`src/rtl/mem_stage_ctrl_pkg.sv`:
```
// Shared definitions for the MEM-stage data memory controller:
// FSM state encoding, timeout default and wait-counter width.
package mem_stage_ctrl_pkg;

  typedef logic [1:0] state_t;

  localparam state_t ST_IDLE   = 2'd0;
  localparam state_t ST_ACCESS = 2'd1;
  localparam state_t ST_DONE   = 2'd2;
  localparam state_t ST_ERROR  = 2'd3;

  localparam int TIMEOUT_DEFAULT = 16;
  localparam int CNT_W           = 8;

endpackage

```
`src/rtl/mem_timeout_ctr.sv`:
```
// Wait-cycle counter for memory accesses: clear, enable, saturating count,
// terminal flag raised when the count reaches TIMEOUT-1.
module mem_timeout_ctr
  import mem_stage_ctrl_pkg::*;
#(
  parameter int TIMEOUT = TIMEOUT_DEFAULT
) (
  input  logic clk,
  input  logic rst_n,
  input  logic clr_i,
  input  logic en_i,
  output logic tc_o
);

  localparam logic [CNT_W-1:0] TC = CNT_W'(TIMEOUT - 1);

  logic [CNT_W-1:0] cnt_q, cnt_d;

  always_comb begin
    cnt_d = cnt_q;
    if (clr_i) begin
      cnt_d = '0;
    end else if (en_i && (cnt_q != '1)) begin
      cnt_d = cnt_q + 1'b1;
    end
  end

  always_ff @(posedge clk) begin
    if (!rst_n) begin
      cnt_q <= '0;
    end else begin
      cnt_q <= cnt_d;
    end
  end

  assign tc_o = (cnt_q == TC);

endmodule

```
`src/rtl/mem_stage_ctrl.sv`:
```
// MEM-stage data memory controller: issues a registered request per load/store,
// stalls the upstream pipeline until ack or timeout, flushes MEM/WB meanwhile.
//
// state  | meaning
// IDLE   | no access in flight; a pending load/store launches a request
// ACCESS | request outstanding, waiting for dmem_ack or timeout
// DONE   | access finished, pipeline advances, MEM/WB takes the result
// ERROR  | access timed out, one-cycle bus_error, bubble into MEM/WB
module mem_stage_ctrl
  import mem_stage_ctrl_pkg::*;
#(
  parameter int TIMEOUT = TIMEOUT_DEFAULT
) (
  input  logic        clk,
  input  logic        rst_n,
  input  logic        mem_read_in,
  input  logic        mem_write_in,
  input  logic [31:0] addr_in,
  input  logic [31:0] wdata_in,
  input  logic        dmem_ack,
  input  logic [31:0] dmem_rdata,
  output logic        dmem_req,
  output logic        dmem_we,
  output logic [31:0] dmem_addr,
  output logic [31:0] dmem_wdata,
  output logic [31:0] mem_data_out,
  output logic        stall_out,
  output logic        memwb_flush,
  output logic        bus_error
);

  state_t      state_q, state_d;
  logic        req_q, req_d;
  logic        we_q, we_d;
  logic [31:0] addr_q, addr_d;
  logic [31:0] wdata_q, wdata_d;
  logic [31:0] data_q, data_d;
  logic        ctr_clr, ctr_en, ctr_tc;
  logic        access;
  state_t      state_eff;

  assign access = mem_read_in | mem_write_in;

  mem_timeout_ctr #(
    .TIMEOUT (TIMEOUT)
  ) u_timeout_ctr (
    .clk   (clk),
    .rst_n (rst_n),
    .clr_i (ctr_clr),
    .en_i  (ctr_en),
    .tc_o  (ctr_tc)
  );

  always_comb begin
    state_d = state_q;
    req_d   = req_q;
    we_d    = we_q;
    addr_d  = addr_q;
    wdata_d = wdata_q;
    data_d  = data_q;
    ctr_clr = 1'b0;
    ctr_en  = 1'b0;
    case (state_q)
      ST_IDLE: begin
        if (access) begin
          // a simultaneous read+write is handled as a store
          addr_d  = addr_in;
          wdata_d = wdata_in;
          we_d    = mem_write_in;
          req_d   = 1'b1;
          ctr_clr = 1'b1;
          state_d = ST_ACCESS;
        end
      end
      ST_ACCESS: begin
        ctr_en = 1'b1;
        if (dmem_ack) begin
          if (!we_q) begin
            data_d = dmem_rdata;
          end
          req_d   = 1'b0;
          state_d = ST_DONE;
        end else if (ctr_tc) begin
          req_d   = 1'b0;
          state_d = ST_ERROR;
        end
      end
      ST_DONE:  state_d = ST_IDLE;
      ST_ERROR: state_d = ST_IDLE;
      default:  state_d = ST_IDLE;
    endcase
  end

  always_ff @(posedge clk) begin
    if (!rst_n) begin
      state_q <= ST_IDLE;
      req_q   <= 1'b0;
      we_q    <= 1'b0;
      addr_q  <= '0;
      wdata_q <= '0;
      data_q  <= '0;
    end else begin
      state_q <= state_d;
      req_q   <= req_d;
      we_q    <= we_d;
      addr_q  <= addr_d;
      wdata_q <= wdata_d;
      data_q  <= data_d;
    end
  end

  // while reset is asserted the outputs decode as IDLE so no stale error leaks out
  assign state_eff = rst_n ? state_q : ST_IDLE;

  assign stall_out   = ((state_eff == ST_IDLE) && access) || (state_eff == ST_ACCESS);
  assign memwb_flush = ((state_eff == ST_IDLE) && access) || (state_eff == ST_ACCESS) ||
                       (state_eff == ST_ERROR);
  assign bus_error   = (state_eff == ST_ERROR);

  assign dmem_req     = req_q;
  assign dmem_we      = we_q;
  assign dmem_addr    = addr_q;
  assign dmem_wdata   = wdata_q;
  assign mem_data_out = data_q;

endmodule

```
`config.mk`:
```
export PLATFORM = sky130hd
export DESIGN_NAME = mem_stage_ctrl
export DESIGN_NICKNAME = d
export VERILOG_FILES = /design/src/rtl/mem_stage_ctrl_pkg.sv /design/src/rtl/mem_timeout_ctr.sv /design/src/rtl/mem_stage_ctrl.sv
export SDC_FILE = /design/constraint.sdc
export NUM_CORES = 1
export LEC_CHECK = 0
export ABC_AREA = 1
export CORE_MARGIN = 4
export CORE_UTILIZATION = 35
export CTS_BUF_LIST = sky130_fd_sc_hd__clkbuf_4
export DETAILED_ROUTE_END_ITERATION = 8
export MAX_ROUTING_LAYER = met4
export PLACE_DENSITY = 0.75
export REMOVE_ABC_BUFFERS = 1
export SETUP_SLACK_MARGIN = 0.2
export SLEW_MARGIN = 20
export SYNTH_ARGS = -nofsm -noshare
export SYNTH_HDL_FRONTEND = slang
export SYNTH_SLANG_ARGS = --single-unit
export TNS_END_PERCENT = 20
```
`constraint.sdc`:
```
create_clock -name clk -period 1.2 [get_ports clk]
set_input_delay 0.18 -clock clk [delete_from_list [all_inputs] [get_ports clk]]
set_output_delay 0.18 -clock clk [all_outputs]
set_load 0.005 [all_outputs]
```
==> results.py <==
metrics = {
    "synthesis": {
        "ys_warn_count": 0,
        "synth_top_cell_by_area": "dfxtp_1",
        "yosysUniqueCellTypes": 23,
        "syn_avg_cell_area_sq_um": 7.63,
        "async_flop_share_pct": 0,
        "synth_edf_count": 0,
        "syn_area_sq_um": 3980,
        "synthCells": 521,
        "netlist_top_cells_area": "dfxtp_1, nor2_1, o21ai_0",
        "ys_seq_area_share_pct": 54.4,
        "synth_top_area_share_pct": 54.4,
        "ys_ff_latch": 108,
        "ys.flop_type": "dfxtp_1",
    },
    "detailed_routing": {
        "vias": 4303,
        "vias_per_cell": 4.86,
        "wl_met3_mm": 1.05,
        "drt-initial-drc-count": 240,
        "wl_met2_mm": 6.93,
        "first_pass_iters": 4,
        "routed_wl_mm": 13.7,
        "route.detailed.drc": 0,
        "antenna_left": 0,
        "wl_per_cell_microns": 15.4,
        "routed.top_layer": "met4",
        "wl_met1_mm": 5.38,
    },
    "placement": {
        "placed_cells": 854,
        "dp_hpwl_mm": 8.79,
        "io_buffers": 201,
        "gp_congestion": 0.838,
    },
    "worst_setup_path": {
        "cp.required_ps": 1590,
        "rr_startpoint": "state_q[1]$_SDFFE_PN0P_",
        "crit_type": "flip-flop to flip-flop",
        "reg2reg_depth": 7,
        "cp-start-kind": "flip-flop",
        "regToRegSetupSlack_ps": -220,
        "r2r-end": "mem_data_out[11]$_SDFFE_PN0P_",
        "cp.arrival_ps": 1810,
        "cp-end-kind": "flip-flop",
        "crit_fanout": 8,
    },
    "global_route": {
        "grt.overflow.total": 0,
        "antenna_found_initial": 0,
        "grt_pass1_wl_mm": 20.2,
        "grt_usage_pct": 19.3,
        "grt_pass1_vias": 4366,
        "grt_start_max_net_pins": 52,
    },
    "timing": {
        "hold_ws_ps": 115,
        "fin_worst_skew_ps": 23.9,
        "hold_viol_final": 0,
        "min_period_ps": 1420,
        "drv_slew": 0,
        "tightest_slew_ps": 501,
        "fin_crit_sh_pct": 118,
        "layout_setup_ws_ps": -218,
        "relSlewSlack_pct": 66.6,
        "rsz0062_at_grt": "yes",
        "fmax_ghz": 0.705,
        "setup_viol": 109,
    },
    "pwr": {
        "pwr-share-clk_pct": 21.7,
        "power.switching_mw": 2.48,
        "power_frac_comb_pct": 26.5,
        "switching_share_pct": 30.2,
        "intPower_mw": 5.72,
        "ir_worst_vdd_mv": 0.629,
        "leakagePower_nw": 2.92,
        "powerDensity_nw_per_um2": 1220,
        "p_seq_share_pct": 51.7,
    },
    "cts": {
        "cts_tree": "done",
        "ctsHoldBuffers": 0,
        "clockBufferDepth": 2,
        "cts_root_buf": "clkbuf_4",
        "cts.sinks": 108,
        "cts_buffers": 9,
        "insertion_delay_ps": 470,
        "clk_transition_reported_paths_ps": 160,
        "cts_max_level": 3,
    },
    "status": {
        "outcome": "finished with violations",
        "violations": "negative setup slack",
    },
    "hold_path": {
        "holdPathStages": 4,
        "hold_start": "rst_n",
        "min_to": "dmem_req$_SDFFE_PN0P_",
        "min_path_type": "primary input to flip-flop",
    },
    "final_layout": {
        "final_common_cell": "nor2_1",
        "mostFrequentLayoutCells": "nor2_1, dfxtp_2, clkdlybuf4s50_1",
        "area_growth_pct": 69.5,
        "nets": 843,
        "antenna_cells": 0,
        "fill_cells": 998,
        "stdcell_count": 886,
        "drive_gt1_share_pct": 41.3,
    },
    "flow_run": {
        "drv_cap": 0,
    },
    "floorplanning": {
        "die_area_sq_um": 13100,
        "core_sq_um": 11000,
        "die_h_microns": 115,
        "io_pins": 202,
        "initial_core_util_pct": 36.2,
        "row_count": 38,
        "die_x_microns": 115,
    },
}
==> Yosys cell counts, types with 3 or more instances <==
cell type  instances
inv_1             10
buf_2             10
nand4_1            6
o21ai_1            9
inv_2              3
nand3_1            8
nand2_1           30
o21ai_0           88
a21oi_1            7
clkbuf_1          15
buf_6              5
dfxtp_1          108
nor2_1           209
==> registers in the layout, summed over array words and instances (netlist names) <==
name	count
dmem_req	1
dmem_we	1
dmem_addr	32
u_timeout_ctr.cnt_q	8
mem_data_out	32
state_q	2
dmem_wdata	32
==> critical path: stages (launching register included) <==
cell       delay [ps]
dfxtp_2           360
buf_6             120
buf_6             120
nor3_4            250
buf_6             150
clkbuf_16         150
o21ai_1            80
nor2_1            130
==> power by group through the flow <==
stage                     Combinational, mW  Clock, mW  Sequential [mW]
after floorplan                       0.550          0             4.21
after global placement                 1.92          0             4.17
after detailed placement               1.95          0             4.19
after CTS                              1.82       1.86             4.18
after global routing                   2.37       1.99             4.29
final                                  2.18       1.78             4.24
==> cells by family (layout without fill, tap and decap cells) <==
| family | count (synthesis) | count (layout) | synth area share, % |
|---|---|---|---|
| buffers and inverters | 46 | 271 | 5.82 |
| AOI/OAI and AO/OA | 105 | 105 | 13.2 |
| DFF | 108 | 108 | 54.4 |
| and+or+nand+nor | 261 | 261 | 26.2 |
| adders and majority gates | 1 | 1 | 0.315 |
==> per-layer routing <==
| metal | GRT usage (%) | up-vias |
|---|---|---|
| met4 | 7.92 | 0 |
| met3 | 5.55 | 27 |
| met2 | 33.0 | 160 |
| met1 | 20.9 | 2004 |
| met5 | - | - |
| li1 | - | 2112 |
==> metrics by stage <==
| stage | setup TNS, ps | util [%] | power, mW | area [sq um] | setup WS (ps) |
|---|---|---|---|---|---|
| final | -13210 | 61.4 | 8.19 | 6740 | -218 |
| after global routing | -22290 | 61.4 | 8.64 | 6740 | -263 |
| after CTS | -15880 | 58.2 | 7.87 | 6390 | -157 |
| after detailed placement | -42830 | 56.6 | 6.14 | 6210 | -530 |
| after global placement | -39050 | 56.6 | 6.09 | 6210 | -497 |
| after floorplan | -86280 | - | 4.76 | 3800 | -1030 |
==> timing repair <==
item | 4_1_cts | 5_1_grt
pin swaps | 2 | 34
endpoints found under the setup margin | 208 | 209
endpoints found under the hold margin | 0 | 0
resized for setup | 355 | 258
cloned | 0 | 9
setup buffers | 3 | 4
==> area by class of cell <==
type	instances	area, sq um	share of cell area, %
tap	140	175	2.60
multi-input combinational	367	1720	25.5
clock buffer	9	67.6	1.00
sequential	108	2290	34.0
timing repair buffer	241	2360	35.0
inverter	14	60.1	0.891
clock inverter	7	68.8	1.02
==> how the worst max path moves through the flow <==
stage                                  startpoint                            end  depth (start not counted)
after CTS                 state_q[1]$_SDFFE_PN0P_   mem_data_out[7]$_SDFFE_PN0P_                          6
after detailed placement             mem_write_in                    memwb_flush                          4
after global routing      state_q[1]$_SDFFE_PN0P_  mem_data_out[11]$_SDFFE_PN0P_                          7
after floorplan           state_q[1]$_SDFFE_PN0P_      dmem_addr[0]$_SDFFE_PN0P_                          6
final                     state_q[1]$_SDFFE_PN0P_  mem_data_out[11]$_SDFFE_PN0P_                          7
after global placement               mem_write_in                    memwb_flush                          4
Note: power is estimated with default switching activity, not from simulation.
